===== src/rtl/rob_commit.sv =====
// Retires up to two in-order ROB head entries per cycle. Commit strobes are combinational,
// and freelist/arch-RAT/difftest outputs follow one cycle later. commit_block or flush_vld stalls retirement.
module rob_commit #(
  parameter int ROB_DEPTH  = 64,
  parameter int PTR_W      = 6,
  parameter int PC_W       = 64,
  parameter int LREG_W     = 5,
  parameter int PREG_W     = 6,
  parameter int HANG_LIMIT = 4096
) (
  input  logic                  clock,
  input  logic                  reset_n,
  input  logic [1:0]            head_valid,
  input  logic [1:0]            head_complete,
  input  logic [1:0]            head_need_to_wb,
  input  logic [1:0]            head_skip,
  input  logic [2*PC_W-1:0]     head_pc,
  input  logic [63:0]           head_instr,
  input  logic [2*LREG_W-1:0]   head_lrd,
  input  logic [2*PREG_W-1:0]   head_prd,
  input  logic [2*PREG_W-1:0]   head_old_prd,
  input  logic                  commit_block,
  input  logic                  flush_vld,
  output logic [1:0]            commit_vld,
  output logic [PTR_W:0]        head_ptr,
  output logic [1:0]            free_vld,
  output logic [2*PREG_W-1:0]   free_preg,
  output logic [1:0]            arat_vld,
  output logic [2*LREG_W-1:0]   arat_lrd,
  output logic [2*PREG_W-1:0]   arat_prd,
  output logic [2*PC_W-1:0]     dbg_commit_pc,
  output logic [1:0]            dbg_commit_skip,
  output logic [63:0]           instret,
  output logic                  hang
);

  localparam int WD_W = $clog2(HANG_LIMIT + 1);
  localparam logic [WD_W-1:0] WD_MAX = WD_W'(HANG_LIMIT);

  logic [1:0]      rdy;
  logic [1:0]      eff;
  logic [1:0]      n_commit;
  logic            stall;
  logic [WD_W-1:0] wd_cnt;
  logic [WD_W-1:0] wd_nxt;
  logic            unused_instr;

  // The instruction word is carried only for trace tooling outside this block.
  assign unused_instr = ^head_instr;

  assign rdy           = head_valid & head_complete;
  assign commit_vld[0] = rdy[0] & ~commit_block & ~flush_vld;
  assign commit_vld[1] = commit_vld[0] & rdy[1];
  assign n_commit      = {1'b0, commit_vld[0]} + {1'b0, commit_vld[1]};

  for (genvar i = 0; i < 2; i++) begin : g_eff
    assign eff[i] = commit_vld[i] & head_need_to_wb[i] &
                    (head_lrd[i*LREG_W +: LREG_W] != '0);
  end

  // Ptr carries a wrap bit above the index, so plain addition toggles it on wrap.
  always_ff @(posedge clock or negedge reset_n) begin
    if (!reset_n) begin
      head_ptr <= '0;
    end else if (flush_vld) begin
      head_ptr <= '0;
    end else begin
      head_ptr <= head_ptr + (PTR_W+1)'(n_commit);
    end
  end

  always_ff @(posedge clock or negedge reset_n) begin
    if (!reset_n) begin
      instret <= '0;
    end else begin
      instret <= instret + 64'(n_commit);
    end
  end

  always_ff @(posedge clock or negedge reset_n) begin
    if (!reset_n) begin
      free_vld <= '0;
      arat_vld <= '0;
    end else if (flush_vld) begin
      free_vld <= '0;
      arat_vld <= '0;
    end else begin
      free_vld <= eff;
      arat_vld <= eff;
    end
  end

  // Payload registers hold their last committed values between commits.
  always_ff @(posedge clock or negedge reset_n) begin
    if (!reset_n) begin
      free_preg       <= '0;
      arat_lrd        <= '0;
      arat_prd        <= '0;
      dbg_commit_pc   <= '0;
      dbg_commit_skip <= '0;
    end else begin
      for (int i = 0; i < 2; i++) begin
        if (commit_vld[i]) begin
          free_preg[i*PREG_W +: PREG_W] <= head_old_prd[i*PREG_W +: PREG_W];
          arat_lrd[i*LREG_W +: LREG_W]  <= head_lrd[i*LREG_W +: LREG_W];
          arat_prd[i*PREG_W +: PREG_W]  <= head_prd[i*PREG_W +: PREG_W];
          dbg_commit_pc[i*PC_W +: PC_W] <= head_pc[i*PC_W +: PC_W];
          dbg_commit_skip[i]            <= head_skip[i];
        end
      end
    end
  end

  assign stall = head_valid[0] & ~head_complete[0];

  always_comb begin
    wd_nxt = '0;
    if (!flush_vld && stall) begin
      wd_nxt = (wd_cnt == WD_MAX) ? wd_cnt : wd_cnt + 1'b1;
    end
  end

  always_ff @(posedge clock or negedge reset_n) begin
    if (!reset_n) begin
      wd_cnt <= '0;
      hang   <= 1'b0;
    end else begin
      wd_cnt <= wd_nxt;
      hang   <= hang | (wd_nxt == WD_MAX);
    end
  end

endmodule


===== config.mk =====
export PLATFORM = sky130hd
export DESIGN_NAME = rob_commit
export DESIGN_NICKNAME = d
export VERILOG_FILES = /design/src/rtl/rob_commit.sv
export SDC_FILE = /design/constraint.sdc
export NUM_CORES = 1
export LEC_CHECK = 0
export BUFFER_PORTS_ARGS = -buffer_cell sky130_fd_sc_hd__buf_2
export CAP_MARGIN = 20
export CELL_PAD_IN_SITES_DETAIL_PLACEMENT = 2
export CELL_PAD_IN_SITES_GLOBAL_PLACEMENT = 2
export CORE_MARGIN = 2
export CORE_UTILIZATION = 30
export CTS_BUF_LIST = sky130_fd_sc_hd__clkbuf_4
export DETAILED_ROUTE_END_ITERATION = 12
export PLACE_DENSITY_LB_ADDON = 0.05
export SLEW_MARGIN = 20
export SYNTH_ARGS = -nofsm -noshare
export SYNTH_HDL_FRONTEND = slang
export SYNTH_SLANG_ARGS = --single-unit

===== constraint.sdc =====
create_clock -name clock -period 2.8 [get_ports clock]
set_clock_uncertainty 0.05 [all_clocks]
set_input_delay 0.42 -clock clock [delete_from_list [all_inputs] [get_ports clock]]
set_output_delay 0.42 -clock clock [all_outputs]
set_load 0.03 [all_outputs]

After elaboration in Yosys (flattened, before gate mapping)
Cells that the tools add are included.
- register bits after elaboration: 251
- output and inout bits: 242
- bits of input ports: 238
- equal/unequal tests: 2
- bitwise logic cells: 13
- multiplexer cells: 4
- $add $sub $neg: 4
- reduce and logical (&&, ||, !) cells: 4
- operators by type and width (kind ; count):
    $add 64x2->64 ; 1
    $eq 13x13->1 const B ; 2
    $mux 13 ; 2
    $add 13x1->13 const B ; 1
    $reduce_bool 5->1 ; 2
    $and 1x1->1 ; 8
    $add 7x2->7 ; 1
    $mux 7 ; 1
    $not 1->1 ; 3
    $add 1x1->2 ; 1
    $and 2x2->2 ; 1
    $mux 2 ; 1
    $logic_and 1x1->1 ; 1
    $logic_not 1->1 ; 1
    $or 1x1->1 ; 1

Depth between registers and ports, before layout
- depth after elaboration: 7
- gate-level depth with buffers: 12
- gate-level depth less buffers: 9

Worst setup path after synthesis
Ideal clock, no wire load.
- kind: input to register
- start point: input port flush_vld
- end point: register instret[25]
- slack: -500 ps
- arrival: 3114 ps
- required time: 2614 ps
- library setup time: 136 ps
- buffers on the path: 4
- cell stages on the path: 11
- path through: and4bb_1 -> buf_2 -> clkbuf_1 -> clkbuf_1 -> nor2b_1 -> ha_1 -> a31oi_1 -> nor4_4 -> buf_4 -> nand3_1 -> xnor2_1
- longest elaborated chain between the ends: 5
- RTL lines (element ; line ; source):
    from (decl) ; 23 ; input logic flush_vld,
    $not 1->1 * ; 52 ; assign commit_vld[0] = rdy[0] & ~commit_block & ~flush_vld;
    $and 1x1->1 * ; 52 ;
    named net commit_vld[0] ; 24 ; output logic [1:0] commit_vld,
    $and 1x1->1 ; 53 ; assign commit_vld[1] = commit_vld[0] & rdy[1];
    $add 1x1->2 * ; 54 ; assign n_commit = {1'b0, commit_vld[0]} + {1'b0, commit_vld[1]};
    $add 64x2->64 * ; 76 ; instret <= instret + 64'(n_commit);
    to (signal assigned) ; 76 ;
    to (decl) ; 33 ; output logic [63:0] instret,
Mark *: on every way through the listed nets, which the timed path passes. The rest lies on a longest branch.
A chain may end at the register's enable or synchronous reset.

Worst setup path after layout
- start point: input port head_complete[0]
- end point: output port commit_vld[1]
- longest elaborated chain between the ends: 4
- RTL lines (element ; line ; source):
    from (decl) ; 14 ; input logic [1:0] head_complete,
    $and 2x2->2 ; 51 ; assign rdy = head_valid & head_complete;
    $and 1x1->1 (2 in series) ; 52 ;
    $and 1x1->1 ; 53 ;
    to (decl) ; 24 ;
Every way passes these cells.

==> flow_summary.json <==
{
  "status": "finished clean",
  "syn_inst": 765,
  "cts_tree": "yes",
  "antenna_found_initial": 3,
  "grt_max_degree": 90,
  "hold_start": "head_valid[0]",
  "num_rows": 68,
  "hold_viol": 0,
  "ios": 480,
  "r2r-end": "instret[49]",
  "synth_cell_types": 53,
  "grtUsageTotal": 0.220,
  "yosysWarnings": 0,
  "endpoint_kind": "output port",
  "cts.clk_slew.worst_paths_ps": 60,
  "setup_viol": 0,
  "fin_tns_setup_ps": 0,
  "clk_latency_ps": 760,
  "synth_ff_type": "dfrtp_1",
  "drt_wl_total_mm": 39.6,
  "netlist_area_um2": 10400,
  "crit_chain": "dlygate4sd3_1 -> buf_2 -> and4bb_4 -> nand2_1 -> buf_4 -> inv_2 -> buf_12 -> clkbuf_4",
  "cts_sinks": 251,
  "p_per_area_nw_per_um2": 686,
  "tightest_slew_ps": 654,
  "layout_min_cycle_time_ps": 2690,
  "grt_pass1_vias": 10400,
  "syn2layout_area_growth_pct": 52.6,
  "rsz0062_at_grt": "false",
  "detail-route-antenna-nets": 0,
  "crit_required_ps": 2330,
  "vias": 8907,
  "r2r_start": "instret[8]",
  "critPathLaunchType": "input port",
  "synth-seq-cells": 251,
  "cp_max_fo": 16,
  "grt_pass1_wl_mm": 60.9,
  "reg2reg_depth": 6,
  "io_buffers": 415,
  "hold_ws_ps": 156,
  "layout-drive-gt1-share": 0.499,
  "drv_cap": 0,
  "hold_path_end": "wd_cnt[7]",
  "cts_buffers": 76,
  "period_share": 0.961,
  "slew-limit-headroom": 0.560,
  "cp.arrival_ps": 2220,
  "synth_top_area_share": 0.605,
  "nets": 1667,
  "cp_slowest_cell": "dlygate4sd3_1",
  "h-tree-depth": 3,
  "grt.overflow.total": 0,
  "hp-class": "in2reg",
  "yosys-top-cells-area": "dfrtp_1 (60%), mux2_2 (18%), xnor2_1 (4.3%)",
  "utilization": 0.462,
  "start_util": 0.303,
  "synth-edff-count": 0,
  "synth_largest_area_cell": "dfrtp_1",
  "via_per_inst": 4.61,
  "clockBufferDepth": 3,
  "async_flop_share": 1.00,
  "critPathKind": "in2out",
  "dr.pass1.iters": 4,
  "power.total_mw": 10.9,
  "r2r_setup_slack_ps": 460,
  "syn_avg_cell_area_um2": 13.6,
  "ys_top_cells_by_count": "dfrtp_1 (251), mux2_2 (165), xnor2_1 (51)",
  "place_congestion": 0.743,
  "p_leak_nw": 7.88,
  "fmax_mhz": 371,
  "drc": 0,
  "hold-path-cell-count": 4,
  "die_area_um2": 36100,
  "die_w_um": 190,
  "die_h_um": 190,
  "place_inst": 1627,
  "synth_fp_nets": 1009,
  "fin_cells": 1933,
  "ir_drop_uv": 368,
  "cts_root_buf": "clkbuf_4",
  "wl_per_cell_um": 20.5,
  "synth_most_common_cell": "dfrtp_1",
  "seq_area_frac_synth": 0.605,
  "cts_setup_buffers": 0,
  "place_hpwl_mm": 25.1,
  "core_area_um2": 34300,
  "maxSlewViolCount": 0,
  "drt_iter0_drc": 220,
  "slowest_delay_ps": 530
}
## metal layers
| layer | wire length, µm | track usage |
|---|---|---|
| met1 | 15200 | 0.249 |
| met5 | 0 | 0 |
| met4 | 1140 | 0.0853 |
| met2 | 20900 | 0.388 |
| met3 | 2350 | 0.0679 |
## placed cells by master, fill, tap and decap left out, types with 4 or more instances in the layout
cell,n
buf_2,413
dfrtp_1,251
dlygate4sd3_1,172
mux2_2,165
clkbuf_4,112
xnor2_1,51
nand4_1,33
nor2_1,32
nand2_1,30
xor2_1,24
nand3_1,22
nor3_1,19
buf_4,17
inv_1,11
clkinv_1,11
and3_1,8
and4_1,7
a21oi_1,7
buf_12,7
nor2b_1,6
ha_1,6
diode_2,5
and2_1,5
or3_1,5
inv_2,5
nor4_1,4
nor4b_1,4
o21ai_0,4
## sequential cells by signal (all words and copies together), names as in the netlist
| register | flops |
|---|---|
| dbg_commit_pc | 128 |
| instret | 64 |
| wd_cnt | 13 |
| arat_prd | 12 |
| free_preg | 12 |
| arat_lrd | 10 |
| head_ptr | 7 |
| arat_vld | 2 |
| dbg_commit_skip | 2 |
| hang | 1 |
## worst max-delay path by stage
stage	from	end	slack (ps)	cells after the start
after CTS	head_complete[0]	commit_vld[1]	40	8
final	head_complete[0]	commit_vld[1]	110	8
after global routing	head_complete[0]	commit_vld[1]	20	8
after floorplan	flush_vld	instret[13]	10	11
after global placement	flush_vld	instret[13]	100	7
after detailed placement	head_valid[1]	instret[20]	70	11
## area by class of cell
type | count | area (µm²)
repair buffers | 612 | 4100
diodes | 5 | 12.5
multi-input cells | 470 | 3920
well taps | 455 | 569
inverters | 12 | 45.0
fillers | 3565 | 18400
clock inverters | 17 | 91.3
clock buffers | 111 | 833
flip-flops and latches | 251 | 6280
## repair_timing
item                                    CTS  global route
hold buffers                            172             0
endpoints found under the setup margin    0             1
gates resized for setup                   0             1
hold endpoints to repair                238             0
## stage by stage
step | setup slack (ps) | instance area [µm²]
2_1_floorplan | 13.3 | 10400
3_3_place_gp | 101 | 13200
3_5_place_dp | 68.9 | 13200
4_1_cts | 40.2 | 15800
5_1_grt | 16.4 | 15900
6_report | 108 | 15900
## critical path: cells and delay by family
family	cells	cell delay (ps)
and+or+nand+nor	2	410
buffers and inverters	6	1390
## logic make-up after synthesis
kind of cell / share of synthesized area
AO/OA/AOI/OAI: 0.0146
XOR/XNOR: 0.0632
adder cells (fa/ha/maj): 0.00819
buffers and inverters: 0.0190
flip-flops: 0.605
multiplexers: 0.180
AND/OR/NAND/NOR: 0.111
## power by group
| group | internal, mW | leakage, nW | switching [mW] |
|---|---|---|---|
| clock network | 1.89 | 0.563 | 1.71 |
| registers | 4.15 | 3.23 | 0.316 |
| logic | 1.01 | 4.08 | 1.79 |
| total | 7.06 | 7.88 | 3.82 |
(Power assumes the default switching activity.)
